[config.mk]
export PLATFORM = sky130hd
export DESIGN_NAME = spine_ingress_arbiter
export DESIGN_NICKNAME = d
export VERILOG_FILES = /design/src/rtl/spine_ingress_arbiter.sv
export SDC_FILE = /design/constraint.sdc
export NUM_CORES = 1
export LEC_CHECK = 0
export CORE_ASPECT_RATIO = 1.75
export CORE_MARGIN = 3
export CORE_UTILIZATION = 25
export CTS_BUF_LIST = sky130_fd_sc_hd__clkbuf_4
export DETAILED_ROUTE_END_ITERATION = 6
export PLACE_DENSITY_LB_ADDON = 0.05
export SLEW_MARGIN = 10
export SYNTH_ARGS = -nofsm -noshare
export SYNTH_HDL_FRONTEND = slang
export SYNTH_SLANG_ARGS = --single-unit
[constraint.sdc]
create_clock -name ACLK -period 7.8 [get_ports ACLK]
set_clock_uncertainty 0.2 [all_clocks]
set_input_delay 1.95 -clock ACLK [delete_from_list [all_inputs] [get_ports ACLK]]
set_output_delay 1.95 -clock ACLK [all_outputs]
set_load 0.1 [all_outputs]
[src/rtl/spine_ingress_arbiter.sv]
// Four-way spine ingress merger: per-port FIFOs feeding a single registered output
// through a round-robin arbiter that holds each grant for at most BURST_LEN pops.
module spine_ingress_arbiter #(
  parameter int DWIDTH    = 16,
  parameter int DEPTH     = 4,
  parameter int BURST_LEN = 4
) (
  input  logic              ACLK,
  input  logic              ARESETn,
  input  logic [DWIDTH-1:0] spine1_in_data,
  input  logic [DWIDTH-1:0] spine2_in_data,
  input  logic [DWIDTH-1:0] spine3_in_data,
  input  logic [DWIDTH-1:0] spine4_in_data,
  input  logic              spine1_in_valid,
  input  logic              spine2_in_valid,
  input  logic              spine3_in_valid,
  input  logic              spine4_in_valid,
  output logic              spine1_in_ready,
  output logic              spine2_in_ready,
  output logic              spine3_in_ready,
  output logic              spine4_in_ready,
  output logic [DWIDTH-1:0] out_data,
  output logic [5:0]        out_dest_addr,
  output logic [1:0]        out_src,
  output logic              out_valid,
  input  logic              out_ready,
  output logic [3:0]        grant,
  output logic [3:0]        fifo_full,
  output logic [3:0]        fifo_empty
);

  localparam int AW = (DEPTH > 1) ? $clog2(DEPTH) : 1;
  localparam int CW = AW + 1;
  localparam int BW = $clog2(BURST_LEN + 1);

  typedef enum logic {IDLE, HOLD} state_t;

  logic [DWIDTH-1:0] in_data [4];
  logic [3:0]        in_valid;
  logic [3:0]        in_ready;
  logic [3:0]        push;
  logic [3:0]        pop;
  logic [3:0]        full_w;
  logic [3:0]        empty_w;
  logic              ready_en;

  logic [DWIDTH-1:0] mem  [4][DEPTH];
  logic [AW-1:0]     wptr [4];
  logic [AW-1:0]     rptr [4];
  logic [CW-1:0]     cnt  [4];

  state_t            state;
  logic [1:0]        rr_ptr;
  logic [1:0]        lock_port;
  logic [BW-1:0]     burst_cnt;
  logic [BW-1:0]     burst_next;

  logic              found;
  logic [1:0]        search_port;
  logic [1:0]        idx;
  logic [1:0]        cur_port;
  logic              cur_avail;
  logic              cur_empties;
  logic              out_load;
  logic              rel;
  logic [DWIDTH-1:0] head;

  assign in_data[0] = spine1_in_data;
  assign in_data[1] = spine2_in_data;
  assign in_data[2] = spine3_in_data;
  assign in_data[3] = spine4_in_data;
  assign in_valid   = {spine4_in_valid, spine3_in_valid, spine2_in_valid, spine1_in_valid};

  assign spine1_in_ready = in_ready[0];
  assign spine2_in_ready = in_ready[1];
  assign spine3_in_ready = in_ready[2];
  assign spine4_in_ready = in_ready[3];

  always_comb begin
    full_w  = '0;
    empty_w = '0;
    for (int unsigned p = 0; p < 4; p++) begin
      full_w[p]  = (cnt[p] == CW'(DEPTH));
      empty_w[p] = (cnt[p] == '0);
    end
  end

  // ready_en keeps every port closed until the first edge after reset release
  assign in_ready   = {4{ready_en}} & ~full_w;
  assign push       = in_valid & in_ready;
  assign fifo_full  = full_w;
  assign fifo_empty = empty_w;

  always_comb begin
    found       = 1'b0;
    search_port = '0;
    idx         = '0;
    for (int unsigned i = 0; i < 4; i++) begin
      idx = rr_ptr + 2'(i);
      if (!found && !empty_w[idx]) begin
        found       = 1'b1;
        search_port = idx;
      end
    end
  end

  // IDLE may pop in the same cycle it takes the lock, giving two-cycle latency
  assign cur_port    = (state == HOLD) ? lock_port : search_port;
  assign cur_avail   = (state == HOLD) ? !empty_w[lock_port] : found;
  assign out_load    = cur_avail && (!out_valid || out_ready);
  assign pop         = out_load ? (4'b0001 << cur_port) : 4'b0000;
  assign cur_empties = (cnt[cur_port] == CW'(1)) && !push[cur_port];
  assign burst_next  = burst_cnt + 1'b1;
  assign head        = mem[cur_port][rptr[cur_port]];

  always_comb begin
    rel = 1'b0;
    if (state == HOLD) begin
      if (out_load)
        rel = (burst_next >= BW'(BURST_LEN)) || cur_empties;
      else
        rel = (burst_cnt >= BW'(BURST_LEN)) || empty_w[lock_port];
    end
  end

  always_ff @(posedge ACLK) begin
    for (int unsigned p = 0; p < 4; p++)
      if (push[p]) mem[p][wptr[p]] <= in_data[p];
  end

  always_ff @(posedge ACLK or negedge ARESETn) begin
    if (!ARESETn) begin
      ready_en <= 1'b0;
      for (int unsigned p = 0; p < 4; p++) begin
        wptr[p] <= '0;
        rptr[p] <= '0;
        cnt[p]  <= '0;
      end
    end else begin
      ready_en <= 1'b1;
      for (int unsigned p = 0; p < 4; p++) begin
        if (push[p]) wptr[p] <= wptr[p] + 1'b1;
        if (pop[p])  rptr[p] <= rptr[p] + 1'b1;
        if (push[p] && !pop[p])
          cnt[p] <= cnt[p] + 1'b1;
        else if (!push[p] && pop[p])
          cnt[p] <= cnt[p] - 1'b1;
      end
    end
  end

  always_ff @(posedge ACLK or negedge ARESETn) begin
    if (!ARESETn) begin
      state     <= IDLE;
      grant     <= '0;
      lock_port <= '0;
      rr_ptr    <= '0;
      burst_cnt <= '0;
      out_valid <= 1'b0;
      out_data  <= '0;
      out_src   <= '0;
    end else begin
      if (out_load) begin
        out_valid <= 1'b1;
        out_data  <= head;
        out_src   <= cur_port;
      end else if (out_ready) begin
        out_valid <= 1'b0;
      end

      case (state)
        IDLE: begin
          if (found) begin
            state     <= HOLD;
            lock_port <= search_port;
            grant     <= 4'b0001 << search_port;
            burst_cnt <= out_load ? BW'(1) : '0;
          end
        end
        HOLD: begin
          if (rel) begin
            state     <= IDLE;
            grant     <= '0;
            rr_ptr    <= lock_port + 2'd1;
            burst_cnt <= '0;
          end else if (out_load) begin
            burst_cnt <= burst_next;
          end
        end
        default: state <= IDLE;
      endcase
    end
  end

  assign out_dest_addr = out_data[DWIDTH-1 -: 6];

endmodule

; Yosys cells after proc, flatten, opt, wreduce, memory -nomap -nowiden
; Memory sizes are Yosys's and may differ from the RTL's.
; Index checks and enable logic that the tools add are counted.
[classes]
n_addsub = 21
n_mul = 0
n_div = 0
magnitude_cmp = 18
eq_ne = 8
n_shift = 2
muxes = 71
bitwise = 10
n_reduce_logical = 49
[op_table]
columns = operator, n
row1 = 2-to-1 mux 64 bit, 4
row2 = demux 16 bit (select 2 bit), 4
row3 = 2-to-1 mux 16 bit, 6
row4 = 2-to-1 mux 3 bit, 13
row5 = binary-select mux 16 bit (select 2 bit), 1
row6 = >= comparator 3 bit (second input constant), 8
row7 = 2-to-1 mux 1 bit, 22
row8 = adder 2 x 1 -> 2 bit (second input constant), 10
row9 = less-than comparator 2 x 3 -> 1 bit (second input constant), 6
row10 = inverter 2 -> 3 bit, 6
row11 = logical AND 1 bit, 17
row12 = logical NOT 1 bit, 16
row13 = adder 3 x 1 -> 3 bit (second input constant), 5
row14 = 2-to-1 mux 2 bit, 7
row15 = binary-select mux 1 bit (select 2 bit), 6
row16 = == test 3 bit (second input constant), 4
row17 = logical NOT 3 bit, 4
row18 = less-than comparator 3 x 1 -> 1 bit (second input constant), 4
row19 = 2-to-1 mux 4 bit, 3
row20 = subtractor 3 x 1 -> 3 bit (second input constant), 4
row21 = nonzero test 2 bit, 5
row22 = AND 4 bit, 2
row23 = case mux 4 bit (2 select lines), 1
row24 = AND reduction 2 bit, 4
row25 = 13 further kinds, 17
[word_totals]
regBits = 60
latchBits = 0
ram_bits = 256
mem_bits_ro = 0
word_cells = 201
mem_count = 1
[mem_list]
columns = memory, words, width, rd, rd_clocked_by_memory_dff, wr, line
row1 = mem, 4, 64, 1, 0, 4, 47  ; logic [DWIDTH-1:0] mem [4][DEPTH];

; Logic depth before layout (Yosys ltp)
; Gate-level depths: netlist (run 1).
[logic_depth]
word_depth = 24
depth_mapped = 14

; Worst setup path before layout (run 1)
; OpenSTA, ideal clock, no wires.
[synth_timing]
path_type = register -> output
from = register cnt[9] in the netlist's numbering
to = output port spine1_in_ready
arrival_ns = 4.148
required_time_ns = 5.650
slack_ns = 1.502
stages_incl_launch_ff = 3
cell_sequence = dfrtp_1 -> nor3b_1 -> nor2_1
[synth_via]
elab_chain_len = 3
[synth_rtl]
columns = element, line
row1 = "start, declared", 50  ; logic [CW-1:0] cnt [4];
row2 = "start signal, assigned by index", 145  ; cnt[p] <= cnt[p] + 1'b1;
row3 = "start signal, assigned by index", 147  ; cnt[p] <= cnt[p] - 1'b1;
row4 = == test 3 bit, 83  ; full_w[p] = (cnt[p] == CW'(DEPTH));
row5 = via fifo_full[0], 28  ; output logic [3:0] fifo_full,
row6 = inverter 4 bit, 89  ; assign in_ready = {4{ready_en}} & ~full_w;
row7 = AND 4 bit, 89
row8 = "end, declared", 18  ; output logic spine1_in_ready,
; The timed path passes the listed nets, and every way through them passes these cells.

; Worst setup path after layout (run 1)
[layout_timing]
from = register cnt[9] in the netlist's numbering
to = output port fifo_empty[0]
[layout_via]
elab_chain_len = 1
[layout_rtl]
columns = element, line
row1 = logical NOT 3 bit, 84  ; empty_w[p] = (cnt[p] == '0);
row2 = "end, declared", 29  ; output logic [3:0] fifo_empty
; Every way passes these cells.

==> results of run 1 <==
## cells in the mapped netlist (all sizes together), types with 3 or more instances
library cell | instances | share of area, %
mux2 | 19 | 1.5
o2111ai | 17 | 1.1
buf | 39 | 2.0
a22oi | 16 | 0.87
nor3 | 3 | 0.11
a211oi | 52 | 3.2
inv | 38 | 1.0
o21ai | 7 | 0.28
nor3b | 4 | 0.22
nand3 | 8 | 0.29
xnor2 | 17 | 1.1
nand4 | 5 | 0.23
o31ai | 3 | 0.26
edfxtp | 256 | 56
a21oi | 7 | 0.25
xor2 | 9 | 0.57
dfrtp | 60 | 11
a32oi | 32 | 2.0
or3 | 7 | 0.46
fa | 4 | 0.58
clkbuf | 28 | 0.76
nor2 | 39 | 1.2
and3 | 18 | 0.81
nand2 | 120 | 3.3
mux2i | 70 | 5.1
ha | 21 | 1.9
o311ai | 20 | 1.3
and2 | 6 | 0.27
o221a | 15 | 1.2
## state kept, by name, indices dropped and copies added (netlist names), 2 cells and up
register	cells
out_src	2
rptr	8
mem	256
grant	4
lock_port	2
out_data	16
burst_cnt	3
rr_ptr	2
wptr	8
cnt	12
## critical path, delay by kind of cell (launching register included)
| family | cells | cell delay, ns |
|---|---|---|
| AND/OR/NAND/NOR | 1 | 0.47 |
| buffers and inverters | 2 | 1.28 |
| flip-flops | 1 | 0.48 |
## per-stage QoR
step	util (%)	cells	setup slack (ns)
4_1_cts	30.6	1869	2.55
2_1_floorplan	-	966	1.50
3_3_place_gp	28.7	1723	2.98
3_5_place_dp	28.7	1723	2.95
6_report	30.6	1870	2.68
5_1_grt	30.6	1870	2.49
## area by class of cell
type / count / area [µm²]
fillers: 5556 / 37900
repair buffers: 134 / 1290
diodes: 1 / 2.50
well taps: 690 / 863
inverters: 40 / 155
clock inverters: 35 / 220
clock buffers: 111 / 833
flip-flops and latches: 316 / 9190
multi-input cells: 543 / 4160
## metal layers
metal  global-route usage, %  up-vias  share of wire [%]
li1                        -     4060                  -
met1                    19.5     4516                 39
met2                    30.7      271                 53
met3                    2.91       85                4.1
met4                    7.27        0                3.6
met5                       0        -                  0
## cell families (layout without fill, tap and decap cells)
logic type | after synthesis | in the layout | share of synthesized area [%]
mux | 90 | 90 | 6.80
fa+ha+maj | 25 | 25 | 2.48
compound gates | 185 | 185 | 11.6
simple gates | 216 | 216 | 7.14
buf+inv | 107 | 320 | 3.92
flops | 316 | 316 | 66.4
other cells | 1 | 2 | 0.0271
xor+xnor | 26 | 26 | 1.65
## report_power, final
| part | switching, mW | internal (mW) |
|---|---|---|
| logic | 2.65 | 1.22 |
| registers | 0.225 | 2.14 |
| clock network | 0.710 | 0.763 |
| total | 3.59 | 4.12 |
## worst max-delay path by stage
stage,startpoint,to
after detailed placement,out_ready,out_data[8]$_DFFE_PN0P_
after floorplan,cnt[9]$_DFFE_PN0P_,spine1_in_ready
after CTS,cnt[9]$_DFFE_PN0P_,fifo_empty[0]
final,cnt[9]$_DFFE_PN0P_,fifo_empty[0]
after global placement,out_ready,out_data[4]$_DFFE_PN0P_
after global routing,cnt[9]$_DFFE_PN0P_,fifo_empty[0]
==> results.md, run 1 <==
* Start point of the worst hold path: rptr[5]$_DFFE_PN0P_
* DIE HEIGHT at 317 µm
* I/O pin total at 112
* Tmin final at 5.12 ns
* FF-to-FF End: out_data[14]$_DFFE_PN0P_
* Worst R2R Path Depth at 10
* Count of cells resized by post-cts repair at 0
* Initial antenna violation count at 1
* Global Route Usage Sum at 16.9%
* Crit Path Max Fanout at 7
* Unrepaired setup endpoints after global routing: false
* DRC Markers at 0
* Fin Setup TNS at 0 ns
* Final Hold Fails at 0
* First-pass GRT wire length at 69,500 µm
* Primary FF master, synth: edfxtp_1
* Critical-path top delay cell: clkdlybuf4s50_1
* Vias in the first global route at 9,718
* Core footprint at 54,600 µm²
* CP Launch Type: register
* Final instance area at 16,700 µm²
* Reg2reg start: rr_ptr[1]$_DFFE_PN0P_
* Post-synthesis cell area at 13,800 µm²
* Worst vdd ir at 0.308 mV
* DP HPWL at 29,300 µm
* Mapped Cells at 966
* Measured slew at the worst slew-check pin at 1.10 ns
* Crit-path max cell delay at 1.15 ns
* Ys async rst share at 19.0%
* CP required at 5.65 ns
* ANT nets after route at 0
* Area Growth Syn to Fin at 20.8%
* Initial DRC Count at 478
* Layout cells sized above 1 at 17.2%
* Outcome: completed
* NumNets Final at 1,211
* Post-synthesis register bit count at 316
* Worst-path clk slew at 0.07 ns
* Cell Chain, Critical Path: or3_1 > inv_1 > clkdlybuf4s50_1
* Commonest non-fill, non-tap cell in the layout: edfxtp_1
* Initial Util at 25.3%
* Postcts setup bufs at 0
* Hold EP: rptr[5]$_DFFE_PN0P_
* Die Width at 184 µm
* Placement row count at 113
* Grt ovf at 0
* GPL Wtd Cong at 0.761
* Avg Cell Area, Syn at 14.3 µm²
* Worst R2R Setup Slack at 3.11 ns
* Hold buffer count at CTS at 0
* Yosys warnings at 0
* Largest net degree at the start of global routing at 111
* Worst min path class: reg2reg
* CTS max path bufs at 3
* Vias at 8,932
* Most frequent cells in the layout: edfxtp_1, nand2_1, clkbuf_4
* Hold Crit Depth at 1
* Area after DPL at 15,700 µm²
* Die area at 58,300 µm²
* DR pass1 iterations at 5
* Final setup fails at 0
* Leakage at 6.04 nW
* CTS H-tree lvls at 3
* Clk root buf: clkbuf_4
* Peak Freq at 195 MHz
* Hold WS at 0.277 ns
* Total of max-cap violations at 0
* Overall Power at 7.70 mW
* Nature of the critical path endpoint: primary output
* Synth unique cells at 66
* Data arrival time of the worst path at 2.97 ns
* Post-synth EDFFs at 256
* Pwr per Cell Area at 461 nW/µm²
* Syn Nets at 1,062
* Final Cycle Share at 65.7%
* Critical path type: reg2out
* Port Buffer Count at 111
* CTS tree: built
* DR WL/cell at 26.2 µm
* Clock Latency Late Sink at 0.74 ns
* Drt total wl at 48,900 µm
* Relative slew margins at 25.6%
* Number of CTS-inserted buffers at 80
* Vias per Instance at 4.78
* Sink Count at 316
* Sequential cell area fraction in the yosys report at 66.4%
* Fin. max-slew vios at 0
Power figures use the tool's default switching activity.
==> run 2: changes to the inputs <==
==> constraint.sdc (replaced) <==
create_clock -name ACLK -period 4.26 [get_ports ACLK]
set_clock_uncertainty 0.2 [all_clocks]
set_input_delay 1.065 -clock ACLK [delete_from_list [all_inputs] [get_ports ACLK]]
set_output_delay 1.065 -clock ACLK [all_outputs]
set_load 0.1 [all_outputs]
==> results.md, run 2 (same netlist as run 1, synthesis figures left out) <==
* CP top delay family: buffers and inverters
* Postcts setup bufs at 0 (unchanged)
* Crit path to: out_data[14]
* Outcome: completed
* Pwr per Cell Area at 844 nW/µm² (+83%)
* Layout cells sized above 1 at 20.5% (+3.3 points)
* Relative slew margins at 33.8% (+8.2 points)
* Cell Int Power at 7.72 mW (+88%)
* ANT nets after route at 0 (unchanged)
* Final Hold Fails at 0 (unchanged)
* Critical-path top delay cell: clkdlybuf4s50_1
* DP HPWL at 31,400 µm (+7.0%)
* Overall Power at 14.3 mW (+86%)
* Stages on worst setup path at 1 (-2)
* CTS max path bufs at 3 (unchanged)
* Flop pwr share at 30.2% (-0.5 points)
* Die area at 58,300 µm² (unchanged)
* I/O pin total at 112 (unchanged)
* Drt total wl at 49,100 µm (+0.45%)
* Clock Power Share at 18.6% (-0.5 points)
* Register area at 9190 µm² (unchanged)
* Critical Path Start: out_data[14]$_DFFE_PN0P_
* Comb pwr share at 51.3% (+1.1 points)
* Largest register FFs at 256 (unchanged)
* Critical path type: reg2out
* Filler cell count at 5,554 (-0.036%)
* Vias at 9,027 (+1.1%)
* Crit Path Max Fanout at 3 (-4)
* DIE HEIGHT at 317 µm (unchanged)
* Total of max-cap violations at 0 (unchanged)
* Initial antenna violation count at 2 (+1)
* Vias per Instance at 4.74 (-0.79%)
* Area after DPL at 15,900 µm² (+1.6%)
* Net Sw Frac at 46.1% (-0.45 points)
* Buf+Inv Stages, Crit Path at 1 (-1)
* Vias in the first global route at 9,864 (+1.5%)
* Hold WS at 0.225 ns (-0.0521 ns)
* Largest net degree at the start of global routing at 56 (-50%)
* Number of CTS-inserted buffers at 80 (unchanged)
* Sink Count at 316 (unchanged)
* Fin Setup TNS at 0 ns (unchanged)
* Commonest non-fill, non-tap cell in the layout: edfxtp_1
* Die Width at 184 µm (unchanged)
* Crit-path max cell delay at 1.18 ns (+0.03 ns)
* Most frequent cells in the layout: edfxtp_1, clkbuf_4, nand2_1
* Area occupied by multi-input gates at 4190 µm² (+0.78%)
* GPL Wtd Cong at 0.732 (-3.9%)
* NumNets Final at 1,240 (+2.4%)
* Fin. max-slew vios at 0 (unchanged)
* Worst-path clk slew at 0.07 ns (about the same)
* Global Route Usage Sum at 17.0% (+0.15 points)
* Unrepaired setup endpoints after global routing: false
* Final instance area at 17,000 µm² (+1.5%)
* Switching power at 6.61 mW (+84%)
* Worst vdd ir at 0.517 mV (+68%)
* Hold buffer count at CTS at 0 (unchanged)
* Area Growth Syn to Fin at 22.7%
* Clock Latency Late Sink at 0.79 ns (+0.05 ns)
* CTS H-tree lvls at 3 (unchanged)
* Placement row count at 113 (unchanged)
* Peak Freq at 269 MHz
* Fin cells at 1,905 (+1.9%)
* Worst min path class: in2async
* Core footprint at 54,600 µm² (unchanged)
* Grt ovf at 0 (unchanged)
* DRC Markers at 0 (unchanged)
* Worst R2R Setup Slack at 0.56 ns (-2.55 ns)
* Reg2reg start: cnt[0]$_DFFE_PN0P_
* Clk root buf: clkbuf_4
* Port Buffer Count at 111 (unchanged)
* DP Cell Count at 1,752 (+1.7%)
* Final Cycle Share at 87.3%
* Count of cells resized by post-cts repair at 0 (unchanged)
* Tmin final at 3.72 ns
* Measured slew at the worst slew-check pin at 0.990 ns (-0.111 ns)
* DR WL/cell at 25.8 µm (-1.4%)
* Cell Chain, Critical Path: clkdlybuf4s50_1
* Initial DRC Count at 544 (+14%)
* Data arrival time of the worst path at 2.45 ns (-0.52 ns)
* Initial Util at 25.3% (unchanged)
* FF-to-FF End: out_data[6]$_DFFE_PN0P_
* First-pass GRT wire length at 70,400 µm (+1.3%)
* DR pass1 iterations at 5 (unchanged)
* Worst R2R Path Depth at 10 (unchanged)
* Nature of the critical path endpoint: primary output
* CTS tree: built
* Leakage at 6.26 nW (+3.6%)
* CP required at 2.99 ns (-2.66 ns)
* Final setup fails at 0 (unchanged)
* CP Launch Type: register
-- run 2: cell type report --
class                   instances  share of cell area [%]
clock inverters                22                   0.501
well taps                     690                    5.09
clock buffers                 128                    5.66
repair buffers                163                    8.95
inverters                      40                   0.914
multi-input cells             543                    24.7
flip-flops and latches        316                    54.2
diodes                          3                  0.0442
-- run 2: worst min path at each step --
| stage | end | slack (ns) | cells after the start | startpoint |
|---|---|---|---|---|
| global placement | rptr[5]$_DFFE_PN0P_ | 0.26 | 1 | rptr[5]$_DFFE_PN0P_ |
| detailed placement | rptr[1]$_DFFE_PN0P_ | 0.26 | 1 | rptr[1]$_DFFE_PN0P_ |
| CTS | wptr[6]$_DFFE_PN0P_ | 0.21 | 1 | ARESETn |
| finish | out_data[4]$_DFFE_PN0P_ | 0.22 | 1 | ARESETn |
| floorplan | rptr[3]$_DFFE_PN0P_ | 0.25 | 1 | rptr[3]$_DFFE_PN0P_ |
| global route | out_data[4]$_DFFE_PN0P_ | 0.23 | 1 | ARESETn |
-- run 2: power groups by stage --
stage	clock network (mW)	logic [mW]	registers, mW
finish	2.66	7.34	4.32
floorplan	0	4.49	4.96
global placement	0	7.48	4.40
global route	2.94	7.88	4.39
CTS	2.78	7.48	4.33
detailed placement	0	7.46	4.40
-- run 2: per-stage QoR --
| stage | worst slack [ns] | util, % |
|---|---|---|
| after floorplan | 0.365 | - |
| after global placement | 0.611 | 29.2 |
| after detailed placement | 0.576 | 29.2 |
| after CTS | 0.446 | 31.1 |
| after global routing | 0.339 | 31.1 |
| final | 0.542 | 31.1 |
-- run 2: routing by layer --
layer,track usage [%],vias to the layer above,wire length (µm)
met2,32.2,246,26900
met3,2.90,67,1710
met5,0,-,0
met4,5.43,0,1020
li1,-,4129,-
met1,19.3,4585,19500
